## src/rtl/manch_pkg.sv

```systemverilog
// Shared Manchester line definitions used by both the encoder and the decoder stage.
// Holds the frame FSM states, the idle line level and the half-bit period helper.
package manch_pkg;

  typedef enum logic [1:0] {
    IDLE = 2'd0,
    PRE  = 2'd1,
    DATA = 2'd2,
    GAP  = 2'd3
  } manch_state_t;

  localparam logic MANCH_IDLE_LEVEL = 1'b0;

  // Clock cycles per half-bit; integer division so both ends agree on the period.
  function automatic int halfbit_cycles(input int clk_freq, input int baudrate);
    return clk_freq / baudrate;
  endfunction

endpackage

```

## src/rtl/manch_encoder_halfbit_timer.sv

```systemverilog
// Free-running half-bit divider: emits a one-cycle tick every HALFBIT enabled cycles.
// A restart zeroes the count so the first half-bit after an accept is full length.
module manch_halfbit_timer #(
  parameter int HALFBIT = 81
) (
  input  logic clk,
  input  logic rst_n,
  input  logic restart,
  input  logic enable,
  output logic tick
);

  localparam int CW = (HALFBIT > 1) ? $clog2(HALFBIT) : 1;
  localparam logic [CW-1:0] LAST = CW'(HALFBIT - 1);

  logic [CW-1:0] cnt_q;
  logic [CW-1:0] cnt_d;

  always_comb begin
    cnt_d = cnt_q;
    tick  = 1'b0;
    if (restart) begin
      cnt_d = '0;
    end else if (enable) begin
      if (cnt_q == LAST) begin
        cnt_d = '0;
        tick  = 1'b1;
      end else begin
        cnt_d = cnt_q + 1'b1;
      end
    end
  end

  always_ff @(posedge clk or negedge rst_n) begin
    if (!rst_n) begin
      cnt_q <= '0;
    end else begin
      cnt_q <= cnt_d;
    end
  end

endmodule

```

## src/rtl/manch_encoder.sv

```systemverilog
// Manchester line encoder: accepts a byte over valid/ready and sends preamble ones,
// eight data bits LSB first, then a fixed idle gap on a registered output.
module manch_encoder
  import manch_pkg::*;
#(
  parameter int BAUDRATE     = 115200 * 2,
  parameter int CLK_FREQ     = 18_750_000,
  parameter int PRE_BITS     = 2,
  parameter int GAP_HALFBITS = 3
) (
  input  logic       clk,
  input  logic       rst_n,
  input  logic [7:0] in_data,
  input  logic       in_valid,
  output logic       in_ready,
  output logic       manch_out,
  output logic       busy
);

  localparam int HALFBIT = halfbit_cycles(CLK_FREQ, BAUDRATE);
  localparam int GW      = $clog2(GAP_HALFBITS + 1);
  localparam logic [3:0]    PRE_LAST = 4'(PRE_BITS - 1);
  localparam logic [GW-1:0] GAP_LAST = GW'(GAP_HALFBITS - 1);

  manch_state_t  state_q, state_d;
  logic [7:0]    shreg_q, shreg_d;
  logic [3:0]    bit_cnt_q, bit_cnt_d;
  logic [GW-1:0] gap_cnt_q, gap_cnt_d;
  logic          half_q, half_d;
  logic          manch_q, manch_d;
  logic          accept;
  logic          tick;

  assign in_ready  = (state_q == IDLE);
  assign busy      = (state_q != IDLE);
  assign accept    = in_valid && in_ready;
  assign manch_out = manch_q;

  manch_halfbit_timer #(
    .HALFBIT(HALFBIT)
  ) u_timer (
    .clk    (clk),
    .rst_n  (rst_n),
    .restart(accept),
    .enable (busy),
    .tick   (tick)
  );

  // manch_q always holds the level of the current half-bit; each tick loads the next one.
  always_comb begin
    state_d   = state_q;
    shreg_d   = shreg_q;
    bit_cnt_d = bit_cnt_q;
    gap_cnt_d = gap_cnt_q;
    half_d    = half_q;
    manch_d   = manch_q;
    case (state_q)
      IDLE: begin
        manch_d = MANCH_IDLE_LEVEL;
        if (accept) begin
          state_d   = PRE;
          shreg_d   = in_data;
          bit_cnt_d = 4'd0;
          half_d    = 1'b0;
          manch_d   = 1'b0;
        end
      end
      PRE: begin
        if (tick) begin
          if (!half_q) begin
            half_d  = 1'b1;
            manch_d = 1'b1;
          end else begin
            half_d = 1'b0;
            if (bit_cnt_q == PRE_LAST) begin
              state_d   = DATA;
              bit_cnt_d = 4'd0;
              manch_d   = ~shreg_q[0];
            end else begin
              bit_cnt_d = bit_cnt_q + 4'd1;
              manch_d   = 1'b0;
            end
          end
        end
      end
      DATA: begin
        if (tick) begin
          if (!half_q) begin
            half_d  = 1'b1;
            manch_d = shreg_q[0];
          end else begin
            half_d  = 1'b0;
            shreg_d = shreg_q >> 1;
            if (bit_cnt_q == 4'd7) begin
              state_d   = GAP;
              gap_cnt_d = '0;
              manch_d   = MANCH_IDLE_LEVEL;
            end else begin
              bit_cnt_d = bit_cnt_q + 4'd1;
              manch_d   = ~shreg_q[1];
            end
          end
        end
      end
      GAP: begin
        manch_d = MANCH_IDLE_LEVEL;
        if (tick) begin
          if (gap_cnt_q == GAP_LAST) begin
            state_d   = IDLE;
            gap_cnt_d = '0;
          end else begin
            gap_cnt_d = gap_cnt_q + 1'b1;
          end
        end
      end
      default: begin
        state_d = IDLE;
        manch_d = MANCH_IDLE_LEVEL;
      end
    endcase
  end

  always_ff @(posedge clk or negedge rst_n) begin
    if (!rst_n) begin
      state_q   <= IDLE;
      shreg_q   <= '0;
      bit_cnt_q <= '0;
      gap_cnt_q <= '0;
      half_q    <= 1'b0;
      manch_q   <= MANCH_IDLE_LEVEL;
    end else begin
      state_q   <= state_d;
      shreg_q   <= shreg_d;
      bit_cnt_q <= bit_cnt_d;
      gap_cnt_q <= gap_cnt_d;
      half_q    <= half_d;
      manch_q   <= manch_d;
    end
  end

endmodule

```

## config.mk

```make
export PLATFORM = sky130hd
export DESIGN_NAME = manch_encoder
export DESIGN_NICKNAME = d
export VERILOG_FILES = /design/src/rtl/manch_pkg.sv /design/src/rtl/manch_encoder_halfbit_timer.sv /design/src/rtl/manch_encoder.sv
export SDC_FILE = /design/constraint.sdc
export NUM_CORES = 1
export LEC_CHECK = 0
export ABC_AREA = 1
export BUFFER_PORTS_ARGS = -buffer_cell sky130_fd_sc_hd__buf_4
export CAP_MARGIN = 20
export CORE_ASPECT_RATIO = 0.6
export CORE_MARGIN = 2
export CORE_UTILIZATION = 45
export CTS_CLUSTER_SIZE = 30
export DETAILED_ROUTE_END_ITERATION = 16
export PLACE_DENSITY = 0.72
export SYNTH_ARGS = -nofsm -noshare
export SYNTH_HDL_FRONTEND = slang
export SYNTH_SLANG_ARGS = --single-unit
```

## constraint.sdc

```tcl
create_clock -name clk -period 2.21 [get_ports clk]
set_input_delay 0.3315 -clock clk [delete_from_list [all_inputs] [get_ports clk]]
set_output_delay 0.3315 -clock clk [all_outputs]
set_load 0.01 [all_outputs]
```

==> metrics.txt, run 1 <==
# TYPE chip_impl_metric gauge
chip_impl_info{name="dominant_register_cell_in_the_synthesized_netlist",value="sky130_fd_sc_hd__dfrtp_1"} 1
chip_impl_metric{name="power_per_cell_area",unit="nW/µm²"} 1240
chip_impl_info{name="post_synth_most_frequent_cells",value="51 x sky130_fd_sc_hd__nand2_1, 25 x sky130_fd_sc_hd__dfrtp_1, 15 x sky130_fd_sc_hd__inv_1"} 1
chip_impl_metric{name="grt_pass1_vias",unit=""} 1154
chip_impl_metric{name="h-tree-depth",unit=""} 1
chip_impl_metric{name="syn-cell-area",unit="µm²"} 1560
chip_impl_metric{name="ff2ff_path_depth",unit=""} 10
chip_impl_metric{name="ys_warn_count",unit=""} 0
chip_impl_metric{name="maxCapViolCount",unit=""} 0
chip_impl_metric{name="fin_tns_setup",unit="ns"} 0
chip_impl_metric{name="vias",unit=""} 1227
chip_impl_metric{name="cts_buffers",unit=""} 3
chip_impl_metric{name="place.gp.congestion",unit=""} 0.865
chip_impl_metric{name="grt_overflow",unit=""} 0
chip_impl_metric{name="number_of_antenna_violations_at_the_first_check_in_global_routing",unit=""} 0
chip_impl_metric{name="slew_viol_final",unit=""} 0
chip_impl_metric{name="die_boundary_width",unit="µm"} 80.0
chip_impl_info{name="setup.worst_path.start",value="state_q[0]"} 1
chip_impl_metric{name="detailed_place_hpwl",unit="mm"} 2.23
chip_impl_metric{name="syn-mean-instance-area",unit="µm²"} 8.39
chip_impl_metric{name="clk_latency",unit="ns"} 0.28
chip_impl_metric{name="fmax",unit="GHz"} 0.558
chip_impl_metric{name="grt_max_degree",unit=""} 26
chip_impl_metric{name="mean_number_of_vias_per_cell",unit=""} 4.95
chip_impl_info{name="worstSetupStartpointType",value="flop"} 1
chip_impl_info{name="rsz0062_at_grt",value="no"} 1
chip_impl_metric{name="die-area",unit="µm²"} 3970
chip_impl_info{name="synth_top_area_cell",value="sky130_fd_sc_hd__dfrtp_1"} 1
chip_impl_metric{name="setup_viol",unit=""} 0
chip_impl_info{name="critical_path.reg2reg.endpoint",value="state_q[1]"} 1
chip_impl_info{name="hold_path_class",value="input port to flop"} 1
chip_impl_metric{name="detail-route-antenna-nets",unit=""} 0
chip_impl_metric{name="fin_nets",unit=""} 225
chip_impl_metric{name="worst_slew_margin_rel",unit=""} 0.641
chip_impl_metric{name="die_outline_height",unit="µm"} 49.6
chip_impl_metric{name="final_core_utilization",unit=""} 0.537
chip_impl_info{name="cts_root_buf",value="sky130_fd_sc_hd__clkbuf_8"} 1
chip_impl_info{name="cp-endpoint",value="state_q[1]"} 1
chip_impl_metric{name="routedWlPerCell",unit="µm"} 12.0
chip_impl_metric{name="finalClockSkew",unit="ns"} 0.00769
chip_impl_metric{name="design.core.area",unit="µm²"} 3280
chip_impl_metric{name="postRouteWirelength",unit="mm"} 2.98
chip_impl_metric{name="drt_pre_antenna_iters",unit=""} 4
chip_impl_metric{name="syn-instance-count",unit=""} 186
chip_impl_metric{name="met3_wirelength",unit="µm"} 112
chip_impl_info{name="tritoncts",value="yes"} 1
chip_impl_metric{name="wl_met1",unit="mm"} 1.65
chip_impl_metric{name="r2r_slack",unit="ns"} 0.42
chip_impl_metric{name="period_share",unit=""} 0.811
chip_impl_metric{name="drt_drc_violations_left",unit=""} 0
chip_impl_metric{name="track_usage",unit=""} 0.171
chip_impl_metric{name="critical_path_arrival",unit="ns"} 1.96
chip_impl_metric{name="clk_pin_slew_worst_paths",unit="ns"} 0.09
chip_impl_metric{name="cts_num_sinks",unit=""} 25
chip_impl_info{name="worst_r2r_startpoint",value="state_q[0]"} 1
chip_impl_metric{name="worst_pin_slew",unit="ns"} 0.536
chip_impl_metric{name="syn_nets",unit=""} 207
chip_impl_info{name="worst-setup-path-type",value="flop to flop"} 1
chip_impl_metric{name="final.hold.worst_slack",unit="ns"} 0.326
chip_impl_metric{name="design.portCount",unit=""} 14
chip_impl_metric{name="area.growth.synth_to_final",unit="%"} 12.9
chip_impl_metric{name="initial_utilization",unit=""} 0.475
chip_impl_metric{name="power_leakage",unit="nW"} 0.839
chip_impl_metric{name="antennaDiodeCount",unit=""} 0
chip_impl_metric{name="clock_path_buffers",unit=""} 2
chip_impl_metric{name="synth_enable_flop_cells",unit=""} 0
chip_impl_metric{name="fp-row-count",unit=""} 16
chip_impl_info{name="critPathCaptureType",value="flop"} 1
chip_impl_metric{name="netlist.area_leader.share",unit=""} 0.401
chip_impl_metric{name="synth_cell_types",unit=""} 31
chip_impl_metric{name="share_of_post_route_cells_with_drive_strength_above_1",unit=""} 0.227
chip_impl_metric{name="finalPower",unit="mW"} 2.18
chip_impl_metric{name="timing.final.hold_violations",unit=""} 0
chip_impl_metric{name="min_period",unit="ns"} 1.79
chip_impl_info{name="synth.most_common_cell",value="sky130_fd_sc_hd__nand2_1"} 1
chip_impl_info{name="top_layer_used",value="met4"} 1
chip_impl_metric{name="required",unit="ns"} 2.38
chip_impl_metric{name="synth_sequential_area_ratio",unit=""} 0.401
chip_impl_metric{name="numPortBuffers",unit=""} 13
chip_impl_metric{name="async_reset_ff_frac",unit=""} 1.00
chip_impl_metric{name="ys_ff_latch",unit=""} 25
chip_impl_metric{name="drtIter0Drc",unit=""} 67
chip_impl_metric{name="postCtsResizedCells",unit=""} 0
chip_impl_metric{name="ir_worst_vdd",unit="µV"} 437
chip_impl_metric{name="cp_max_fo",unit=""} 5
chip_impl_metric{name="detailroute.wirelength.met2",unit="mm"} 1.18
chip_impl_info{name="status",value="finished clean"} 1
chip_impl_metric{name="grt_pass1_wl",unit="mm"} 5.27
chip_impl_info{name="yosys-top-cells-area",value="sky130_fd_sc_hd__dfrtp_1 40%, sky130_fd_sc_hd__nand2_1 12%, sky130_fd_sc_hd__ha_1 8.0%"} 1
cells by family (layout without fill, tap and decap cells):
group	Yosys count	after routing	share of synthesized area
buffers and inverters	23	40	0.0625
XOR/XNOR	7	7	0.0393
multiplexers	6	6	0.0385
adder cells (fa/ha/maj)	10	10	0.0802
flip-flops	25	25	0.401
AND/OR/NAND/NOR	84	84	0.244
AO/OA/AOI/OAI	31	31	0.135
power breakdown:
part	switching (mW)	internal (mW)
Clock	0.156	0.128
Combinational	0.721	0.436
Sequential	0.132	0.608
Total	1.01	1.17
area by class of cell:
| class | count | area, µm² |
|---|---|---|
| Tap cell | 45 | 56.3 |
| Multi-Input combinational cell | 138 | 837 |
| Clock buffer | 3 | 41.3 |
| Sequential cell | 25 | 626 |
| Timing Repair Buffer | 15 | 115 |
| Inverter | 21 | 78.8 |
| Fill cell | 321 | 1520 |
| Clock inverter | 1 | 7.51 |
worst max-delay path, stage by stage, from the launching register on:
cell and delay (ns):
sky130_fd_sc_hd__dfrtp_1 0.43, sky130_fd_sc_hd__inv_1 0.10, sky130_fd_sc_hd__ha_1 0.26, sky130_fd_sc_hd__nand2_1 0.21
sky130_fd_sc_hd__nand2_2 0.09, sky130_fd_sc_hd__nor2_2 0.11, sky130_fd_sc_hd__nand2_1 0.05, sky130_fd_sc_hd__nor2_1 0.16
sky130_fd_sc_hd__nand3_1 0.14, sky130_fd_sc_hd__nand2_1 0.08, sky130_fd_sc_hd__nand2_1 0.05
state kept, by name, indices dropped and copies added, names as in the netlist:
register and flops:
manch_out 1, shreg_q 8, u_timer.cnt_q 7, bit_cnt_q 4, gap_cnt_q 2, state_q 2, half_q 1
routing by layer:
layer	vias up	track usage
li1	632	-
met1	575	0.268
met5	-	0
met4	0	0.0424
met3	4	0.0385
met2	16	0.236
worst min-delay path by stage:
stage / start / to / slack (ns) / depth (start not counted)
after floorplan: rst_n / bit_cnt_q[0] / 0.04 / 0
after global placement: rst_n / u_timer.cnt_q[6] / 0.26 / 1
after detailed placement: rst_n / half_q / 0.25 / 1
after CTS: in_data[7] / shreg_q[7] / 0.32 / 3
after global routing: in_data[7] / shreg_q[7] / 0.34 / 3
final: in_data[7] / shreg_q[7] / 0.33 / 3
per-stage QoR:
| step | instance area [µm²] | setup slack [ns] | cells |
|---|---|---|---|
| floorplan | 1560 | 0.612 | 186 |
| global placement | 1700 | 0.471 | 243 |
| detailed placement | 1700 | 0.470 | 243 |
| CTS | 1760 | 0.442 | 248 |
| global route | 1760 | 0.232 | 248 |
| finish | 1760 | 0.418 | 248 |
timing repair:
item / 4_1_cts / 5_1_grt
hold buffers: 1 / 0
setup buffers: 0 / 0
endpoints found under the hold margin: 25 / 0
placed cells by master (no fill, tap or decap), drive strengths merged:
cell / count
nand3b: 1
dlygate4sd3: 1
nand3: 7
o21ai: 23
a21oi: 3
o21bai: 1
xnor2: 3
nand4: 3
clkinvlp: 1
mux2i: 6
o211ai: 2
o22ai: 2
xor2: 4
inv: 21
dfrtp: 25
buf: 14
nor3: 1
or2: 2
ha: 10
nor2: 14
nand2: 56
clkbuf: 3
(Power assumes the default switching activity.)
==> run 2, diff against run 1 <==
Settings changed: ABC_AREA 1 to 0, PLACE_DENSITY 0.72 to 0.74.
Clock period 2.21 ns to 1.6 ns, I/O delays scaled along.
==> run 2 against run 1 <==
The flow now finishes with violations (setup timing). Register-to-register slack worse by 0.97 ns. Design area grew 37%. Sequential cell count stayed put. Clock power increased by 37%. Setup slack got worse by 0.97 ns. Worst hold slack gained 0.0053 ns. Highest routed layer unchanged. Largest cell class unchanged. Sequential power fell by 13%. Fmax shrank 17%. Global-route usage grew 7.8 points. Critical path depth shrank 4. Final cell count is 6.9% higher. Utilization increased by 19 points.
==> metrics.txt, run 2 <==
# TYPE chip_impl_metric gauge
chip_impl_metric{name="cp_max_fo",unit=""} 4
chip_impl_metric{name="syn-mean-instance-area",unit="µm²"} 10.4
chip_impl_info{name="regMostFlops",value="shreg_q"} 1
chip_impl_metric{name="ys_warn_count",unit=""} 0
chip_impl_metric{name="critical_path_arrival",unit="ns"} 2.33
chip_impl_info{name="synth.most_common_cell",value="sky130_fd_sc_hd__dfrtp_1"} 1
chip_impl_metric{name="number_of_antenna_violations_at_the_first_check_in_global_routing",unit=""} 0
chip_impl_metric{name="syn-cell-area",unit="µm²"} 1570
chip_impl_metric{name="syn_nets",unit=""} 172
chip_impl_metric{name="netlist.area_leader.share",unit=""} 0.398
chip_impl_metric{name="detail-route-antenna-nets",unit=""} 0
chip_impl_metric{name="maxCapViolCount",unit=""} 0
chip_impl_metric{name="drtIter0Drc",unit=""} 94
chip_impl_metric{name="syn-instance-count",unit=""} 151
chip_impl_metric{name="place.gp.congestion",unit=""} 0.863
chip_impl_metric{name="drt_drc_violations_left",unit=""} 0
chip_impl_metric{name="fp-row-count",unit=""} 16
chip_impl_metric{name="initial_utilization",unit=""} 0.476
chip_impl_info{name="dominant_register_cell_in_the_synthesized_netlist",value="sky130_fd_sc_hd__dfrtp_1"} 1
chip_impl_metric{name="track_usage",unit=""} 0.249
chip_impl_info{name="hold_path_class",value="input port to flop"} 1
chip_impl_metric{name="finalClockSkew",unit="ns"} 0.00919
chip_impl_metric{name="place_worst_setup_slack",unit="ns"} -0.538
chip_impl_metric{name="grt_pass1_wl",unit="mm"} 7.48
chip_impl_metric{name="mean_number_of_vias_per_cell",unit=""} 5.54
chip_impl_metric{name="worst_pin_slew",unit="ns"} 0.368
chip_impl_metric{name="die-area",unit="µm²"} 4000
chip_impl_info{name="worstSetupStartpointType",value="flop"} 1
chip_impl_metric{name="die_outline_height",unit="µm"} 49.8
chip_impl_info{name="post_synth_most_frequent_cells",value="25 x sky130_fd_sc_hd__dfrtp_1, 15 x sky130_fd_sc_hd__mux2_2, 12 x sky130_fd_sc_hd__nor2_1"} 1
chip_impl_metric{name="share_of_post_route_cells_with_drive_strength_above_1",unit=""} 0.573
chip_impl_info{name="status",value="complete, but fails checks"} 1
chip_impl_metric{name="h-tree-depth",unit=""} 1
chip_impl_metric{name="grt_max_degree",unit=""} 26
chip_impl_info{name="worst-setup-path-type",value="flop to flop"} 1
chip_impl_info{name="cts_root_buf",value="sky130_fd_sc_hd__clkbuf_8"} 1
chip_impl_info{name="synth_top_area_cell",value="sky130_fd_sc_hd__dfrtp_1"} 1
chip_impl_metric{name="met3_usage",unit=""} 0.0495
chip_impl_info{name="layout.cells.most_common",value="sky130_fd_sc_hd__buf_4"} 1
chip_impl_metric{name="design.portCount",unit=""} 14
chip_impl_metric{name="synth_enable_flop_cells",unit=""} 0
chip_impl_metric{name="fmax",unit="GHz"} 0.464
chip_impl_metric{name="drt_pre_antenna_iters",unit=""} 4
chip_impl_metric{name="global_route_met2_utilization",unit=""} 0.449
chip_impl_metric{name="slew_viol_final",unit=""} 0
chip_impl_metric{name="fin_tns_setup",unit="ns"} -6.14
chip_impl_metric{name="design_area",unit="µm²"} 2410
chip_impl_metric{name="async_reset_ff_frac",unit=""} 1.00
chip_impl_info{name="failed_checks",value="setup timing"} 1
chip_impl_metric{name="layout_setup_ws",unit="ns"} -0.555
chip_impl_metric{name="vias",unit=""} 1468
chip_impl_metric{name="numPortBuffers",unit=""} 13
chip_impl_metric{name="clk_pin_slew_worst_paths",unit="ns"} 0.10
chip_impl_metric{name="met1_usage",unit=""} 0.314
chip_impl_metric{name="die_boundary_width",unit="µm"} 80.3
chip_impl_info{name="grt-busiest-layer",value="met2"} 1
chip_impl_info{name="yosys-top-cells-area",value="sky130_fd_sc_hd__dfrtp_1 40%, sky130_fd_sc_hd__mux2_2 11%, sky130_fd_sc_hd__ha_1 8.0%"} 1
chip_impl_info{name="rsz0062_at_grt",value="yes"} 1
chip_impl_metric{name="ir_worst_vdd",unit="µV"} 385
chip_impl_metric{name="worst_slew_margin_rel",unit=""} 0.753
chip_impl_metric{name="clk_latency",unit="ns"} 0.28
chip_impl_metric{name="place_area",unit="µm²"} 2000
chip_impl_metric{name="period_share",unit=""} 1.35
chip_impl_info{name="critPathCaptureType",value="flop"} 1
chip_impl_metric{name="timing.final.hold_violations",unit=""} 0
chip_impl_metric{name="design.core.area",unit="µm²"} 3300
chip_impl_metric{name="required",unit="ns"} 1.77
chip_impl_metric{name="ys_ff_latch",unit=""} 25
chip_impl_info{name="largest_registers",value="shreg_q (8), u_timer.cnt_q (7), bit_cnt_q (4)"} 1
chip_impl_metric{name="grt_overflow",unit=""} 0
chip_impl_metric{name="cts_num_sinks",unit=""} 25
chip_impl_metric{name="routedWlPerCell",unit="µm"} 17.8
chip_impl_metric{name="postRouteWirelength",unit="mm"} 4.73
chip_impl_metric{name="setup_viol",unit=""} 19
chip_impl_metric{name="synth_sequential_area_ratio",unit=""} 0.398
chip_impl_metric{name="detailed_place_hpwl",unit="mm"} 3.17
chip_impl_metric{name="grt_pass1_vias",unit=""} 1476
chip_impl_metric{name="largest_reg_flops",unit=""} 8
chip_impl_metric{name="antennaDiodeCount",unit=""} 0
chip_impl_metric{name="synth_cell_types",unit=""} 48
chip_impl_metric{name="clock_path_buffers",unit=""} 2
chip_impl_metric{name="min_period",unit="ns"} 2.15
chip_impl_metric{name="fin_nets",unit=""} 242
chip_impl_info{name="tritoncts",value="yes"} 1
chip_impl_info{name="layout_common_cells",value="64 x sky130_fd_sc_hd__buf_4, 25 x sky130_fd_sc_hd__dfrtp_1, 14 x sky130_fd_sc_hd__mux2_2, 11 x sky130_fd_sc_hd__nor2_1, 8 x sky130_fd_sc_hd__nand2_1"} 1
chip_impl_metric{name="power_leakage",unit="nW"} 1.08
chip_impl_metric{name="power_per_cell_area",unit="nW/µm²"} 453
chip_impl_metric{name="cts_buffers",unit=""} 3
chip_impl_metric{name="area.growth.synth_to_final",unit="%"} 53.5
## run 2: changes by cell type after synthesis, sizes merged, moves of 3 or more
cell / previous run / this run
clkbuf: 0 / 3
inv: 21 / 10
mux2: 0 / 18
mux2i: 6 / 1
nand2: 56 / 9
nand4: 3 / 0
nor3b: 0 / 3
o21ai: 23 / 7
## run 2: cell type report
type | count | area, µm²
clock inverters | 1 | 5.00
clock buffers | 3 | 41.3
well taps | 45 | 56.3
flip-flops and latches | 25 | 626
fillers | 226 | 888
repair buffers | 70 | 554
multi-input cells | 111 | 1090
inverters | 10 | 37.5
## run 2: metrics by stage
| stage | util | total power, mW | hold WS [ns] | instances |
|---|---|---|---|---|
| 3_3_place_gp | 0.606 | 0.709 | 0.161 | 240 |
| 6_report | 0.731 | 1.09 | 0.331 | 265 |
| 5_1_grt | 0.731 | 1.13 | 0.322 | 265 |
| 2_1_floorplan | - | 0.673 | -0.0556 | 151 |
| 4_1_cts | 0.666 | 1.09 | 0.331 | 254 |
| 3_5_place_dp | 0.606 | 0.713 | 0.166 | 240 |
## run 2: repair_timing
action,4_1_cts,5_1_grt
resized for setup,14,29
pin swaps,3,9
hold buffers,1,0
endpoints found under the setup margin,19,23
endpoints found under the hold margin,25,0
setup buffers,9,12
## run 2: path summary, 6_finish.rpt
| path | start | to | slack (ns) | cells after the start |
|---|---|---|---|---|
| max in group asynchronous | rst_n | u_timer.cnt_q[2] | 0.95 | 2 |
| worst min-delay path | in_data[3] | shreg_q[3] | 0.33 | 3 |
| worst max-delay path | state_q[1] | bit_cnt_q[1] | -0.55 | 6 |
| min in group asynchronous | rst_n | bit_cnt_q[2] | 0.39 | 2 |
| worst max register to register | state_q[1] | bit_cnt_q[1] | -0.55 | 6 |
| worst min register to register | shreg_q[7] | shreg_q[7] | 0.50 | 1 |
## run 2: kinds of logic (layout without fill, tap and decap cells)
kind of cell             count (synthesis)  count (layout)  share of synthesized area
XOR/XNOR                                 4               4                     0.0223
AND/OR/NAND/NOR                         48              48                      0.170
adder cells (fa/ha/maj)                 10              10                     0.0796
AO/OA/AOI/OAI                           30              30                      0.145
buffers and inverters                   15              84                     0.0453
flip-flops                              25              25                      0.398
multiplexers                            19              19                      0.140
## run 2: report_power, final
| group | internal, mW | leakage, nW | total (mW) | switching [mW] |
|---|---|---|---|---|
| registers | 0.640 | 0.298 | 0.647 | 0.00631 |
| logic | 0.0333 | 0.756 | 0.0571 | 0.0238 |
| clock network | 0.175 | 0.0255 | 0.390 | 0.215 |
| total | 0.848 | 1.08 | 1.09 | 0.246 |
## run 2: per-layer routing
layer	vias to the layer above	wire length (µm)
met4	0	103
li1	693	-
met5	-	0
met3	12	270
met1	717	1950
met2	46	2410
## run 2: worst max-delay path, stage by stage, from the launching register on
cell and delay, ns:
sky130_fd_sc_hd__dfrtp_1 0.40, sky130_fd_sc_hd__inv_2 0.08, sky130_fd_sc_hd__ha_4 0.16, sky130_fd_sc_hd__or3b_4 0.38
sky130_fd_sc_hd__o31a_1 0.30, sky130_fd_sc_hd__or3_4 0.41, sky130_fd_sc_hd__mux2_4 0.32
==> run 3, diff against run 2 <==
Settings changed: CAP_MARGIN 20 to not set, CORE_UTILIZATION 45 to 50, PLACE_DENSITY 0.74 to 0.8.
==> run 3 against run 2 <==
The flow still finishes with violations (setup timing). Power hardly changed. Utilization up 8.6 points. Critical path depth is the same. Design area down 0.93%. Register-to-register slack hardly changed. Clock skew is 0.0019 ns higher.
==> metrics.txt, run 3 (synthesis results as in run 2) <==
# TYPE chip_impl_metric gauge
chip_impl_info{name="status",value="complete, but fails checks"} 1
chip_impl_info{name="failed_checks",value="setup timing"} 1
chip_impl_info{name="cts_root_buf",value="sky130_fd_sc_hd__clkbuf_8"} 1
chip_impl_info{name="critical_path.reg2reg.endpoint",value="bit_cnt_q[1]"} 1
chip_impl_info{name="tritoncts",value="yes"} 1
chip_impl_metric{name="grt_overflow",unit=""} 0
chip_impl_metric{name="clockPowerShare",unit=""} 0.358
chip_impl_metric{name="power.share.switching",unit=""} 0.225
chip_impl_metric{name="fmax",unit="GHz"} 0.466
chip_impl_info{name="hold_path_class",value="input port to flop"} 1
chip_impl_metric{name="clk_latency",unit="ns"} 0.28
chip_impl_metric{name="area.growth.synth_to_final",unit="%"} 52.1
chip_impl_metric{name="detailed_place_hpwl",unit="mm"} 2.94
chip_impl_metric{name="grt_pass1_wl",unit="mm"} 6.91
chip_impl_metric{name="cp_max_fo",unit=""} 4
chip_impl_metric{name="finalPower",unit="mW"} 1.09
chip_impl_info{name="worst_r2r_startpoint",value="state_q[1]"} 1
chip_impl_metric{name="power_leakage",unit="nW"} 1.07
chip_impl_metric{name="share_of_post_route_cells_with_drive_strength_above_1",unit=""} 0.564
chip_impl_metric{name="die_outline_height",unit="µm"} 47.4
chip_impl_metric{name="h-tree-depth",unit=""} 1
chip_impl_metric{name="total_switching_power",unit="µW"} 247
chip_impl_metric{name="required",unit="ns"} 1.77
chip_impl_info{name="worst_hold_path.endpoint",value="shreg_q[0]"} 1
chip_impl_metric{name="postRouteWirelength",unit="mm"} 5.08
chip_impl_metric{name="detail-route-antenna-nets",unit=""} 0
chip_impl_metric{name="drt_drc_violations_left",unit=""} 0
chip_impl_metric{name="maxCapViolCount",unit=""} 0
chip_impl_metric{name="power_per_cell_area",unit="nW/µm²"} 457
chip_impl_metric{name="r2r_slack",unit="ns"} -0.54
chip_impl_metric{name="share_comb_of_total_power",unit=""} 0.051
chip_impl_metric{name="setup_viol",unit=""} 27
chip_impl_metric{name="final_core_utilization",unit=""} 0.817
chip_impl_metric{name="power_report.internal_total",unit="µW"} 848
chip_impl_metric{name="worst_slew_margin_rel",unit=""} 0.730
chip_impl_info{name="worst-setup-path-type",value="flop to flop"} 1
chip_impl_metric{name="numPortBuffers",unit=""} 13
chip_impl_metric{name="layout.filler_cells",unit=""} 162
chip_impl_metric{name="drt_pre_antenna_iters",unit=""} 4
chip_impl_metric{name="clock_path_buffers",unit=""} 2
chip_impl_metric{name="initial_utilization",unit=""} 0.537
chip_impl_metric{name="min_period",unit="ns"} 2.14
chip_impl_metric{name="holdPathStages",unit=""} 3
chip_impl_metric{name="final-seq-area",unit="µm²"} 626
chip_impl_metric{name="mean_number_of_vias_per_cell",unit=""} 5.98
chip_impl_metric{name="fin_nets",unit=""} 242
chip_impl_metric{name="clk_pin_slew_worst_paths",unit="ns"} 0.10
chip_impl_info{name="regMostFlops",value="shreg_q"} 1
chip_impl_metric{name="place.gp.congestion",unit=""} 0.919
chip_impl_info{name="layout.cells.most_common",value="sky130_fd_sc_hd__buf_4"} 1
chip_impl_metric{name="critical_path_arrival",unit="ns"} 2.32
chip_impl_metric{name="die-area",unit="µm²"} 3630
chip_impl_metric{name="cts_num_sinks",unit=""} 25
chip_impl_metric{name="vias",unit=""} 1566
chip_impl_info{name="hp-start",value="in_data[0]"} 1
chip_impl_metric{name="largest_reg_flops",unit=""} 8
chip_impl_metric{name="grt_pass1_vias",unit=""} 1411
chip_impl_metric{name="drtIter0Drc",unit=""} 193
chip_impl_metric{name="period_share",unit=""} 1.34
chip_impl_metric{name="area_taken_by_multi_input_logic_gates",unit="µm²"} 1040
chip_impl_metric{name="die_boundary_width",unit="µm"} 76.4
chip_impl_metric{name="grt_max_degree",unit=""} 26
chip_impl_info{name="worstSetupStartpointType",value="flop"} 1
chip_impl_metric{name="worst_pin_slew",unit="ns"} 0.401
chip_impl_info{name="largest_registers",value="shreg_q (8), u_timer.cnt_q (7), bit_cnt_q (4)"} 1
chip_impl_metric{name="finalClockSkew",unit="ns"} 0.0110
chip_impl_metric{name="layout_setup_ws",unit="ns"} -0.544
chip_impl_metric{name="ff2ff_path_depth",unit=""} 6
chip_impl_info{name="rsz0062_at_grt",value="yes"} 1
chip_impl_metric{name="fin_tns_setup",unit="ns"} -7.91
chip_impl_metric{name="design.core.area",unit="µm²"} 2930
chip_impl_info{name="layout_common_cells",value="56 x sky130_fd_sc_hd__buf_4, 25 x sky130_fd_sc_hd__dfrtp_1, 15 x sky130_fd_sc_hd__mux2_2, 12 x sky130_fd_sc_hd__buf_6, 10 x sky130_fd_sc_hd__nor2_1"} 1
chip_impl_metric{name="track_usage",unit=""} 0.253
chip_impl_metric{name="cts_buffers",unit=""} 3
chip_impl_metric{name="timing.final.hold_violations",unit=""} 0
chip_impl_metric{name="design.portCount",unit=""} 14
chip_impl_metric{name="routedWlPerCell",unit="µm"} 19.4
chip_impl_metric{name="ir_worst_vdd",unit="µV"} 439
chip_impl_metric{name="slew_viol_final",unit=""} 0
chip_impl_info{name="critPathCaptureType",value="flop"} 1
chip_impl_metric{name="pwr-share-seq",unit=""} 0.591
chip_impl_metric{name="fp-row-count",unit=""} 15
chip_impl_metric{name="antennaDiodeCount",unit=""} 0
chip_impl_metric{name="number_of_antenna_violations_at_the_first_check_in_global_routing",unit=""} 0
==> run 3: changes by cell type in the layout (fill, tap and decap cells not counted), moves of 3 or more <==
| cell | change |
|---|---|
| sky130_fd_sc_hd__inv_1 | +3 |
| sky130_fd_sc_hd__buf_6 | +9 |
| sky130_fd_sc_hd__inv_2 | -4 |
| sky130_fd_sc_hd__buf_4 | -8 |
==> run 3: area by class of cell <==
class	count	share of cell area
Timing Repair Buffer	70	0.245
Clock buffer	3	0.0173
Clock inverter	1	0.00209
Multi-Input combinational cell	111	0.436
Tap cell	42	0.0220
Inverter	10	0.0167
Sequential cell	25	0.262
==> run 3: timing repair <==
action,CTS,global route
gates resized for setup,13,34
pin swaps,0,4
hold buffers,1,0
endpoints found under the hold margin,25,0
cloned,0,0
setup endpoints to repair,19,27
buffers inserted,9,11
==> run 3: power groups by stage <==
stage / sequential [mW] / combinational [mW] / clock (mW)
final: 0.647 / 0.0561 / 0.392
after CTS: 0.646 / 0.0556 / 0.388
after floorplan: 0.656 / 0.0168 / 0
after global placement: 0.657 / 0.0512 / 0
after global routing: 0.648 / 0.0619 / 0.419
after detailed placement: 0.658 / 0.0540 / 0
==> run 3: per-stage QoR <==
step / cells / hold slack, ns / cell area [µm²] / worst slack (ns)
2_1_floorplan: 151 / -0.0556 / 1620 / -0.586
3_3_place_gp: 238 / 0.158 / 2000 / -0.425
3_5_place_dp: 238 / 0.162 / 2000 / -0.508
4_1_cts: 252 / 0.326 / 2190 / -0.491
5_1_grt: 262 / 0.324 / 2390 / -0.596
6_report: 262 / 0.328 / 2390 / -0.544
==> run 3: worst max-delay path by stage <==
stage,from,to,slack [ns],cells after the start
final,state_q[1],bit_cnt_q[1],-0.54,6
after global placement,state_q[0],bit_cnt_q[1],-0.42,6
after global routing,state_q[1],bit_cnt_q[1],-0.60,6
after floorplan,state_q[0],bit_cnt_q[0],-0.59,7
after CTS,state_q[0],bit_cnt_q[1],-0.49,6
after detailed placement,state_q[0],bit_cnt_q[2],-0.51,7
==> run 3: worst max-delay path: stages (launching register included) <==
cell and delay [ns]:
sky130_fd_sc_hd__dfrtp_1 0.43, sky130_fd_sc_hd__inv_2 0.09, sky130_fd_sc_hd__ha_1 0.22, sky130_fd_sc_hd__nand2b_1 0.21, sky130_fd_sc_hd__a211o_2 0.38, sky130_fd_sc_hd__or3_4 0.41
sky130_fd_sc_hd__mux2_4 0.31
==> run 3: layer usage <==
layer | global-route usage | vias up | share of wire
met1 | 0.331 | 758 | 0.41
li1 | - | 693 | -
met5 | 0 | - | 0
met3 | 0.0453 | 25 | 0.079
met2 | 0.457 | 90 | 0.47
met4 | 0.0655 | 0 | 0.038
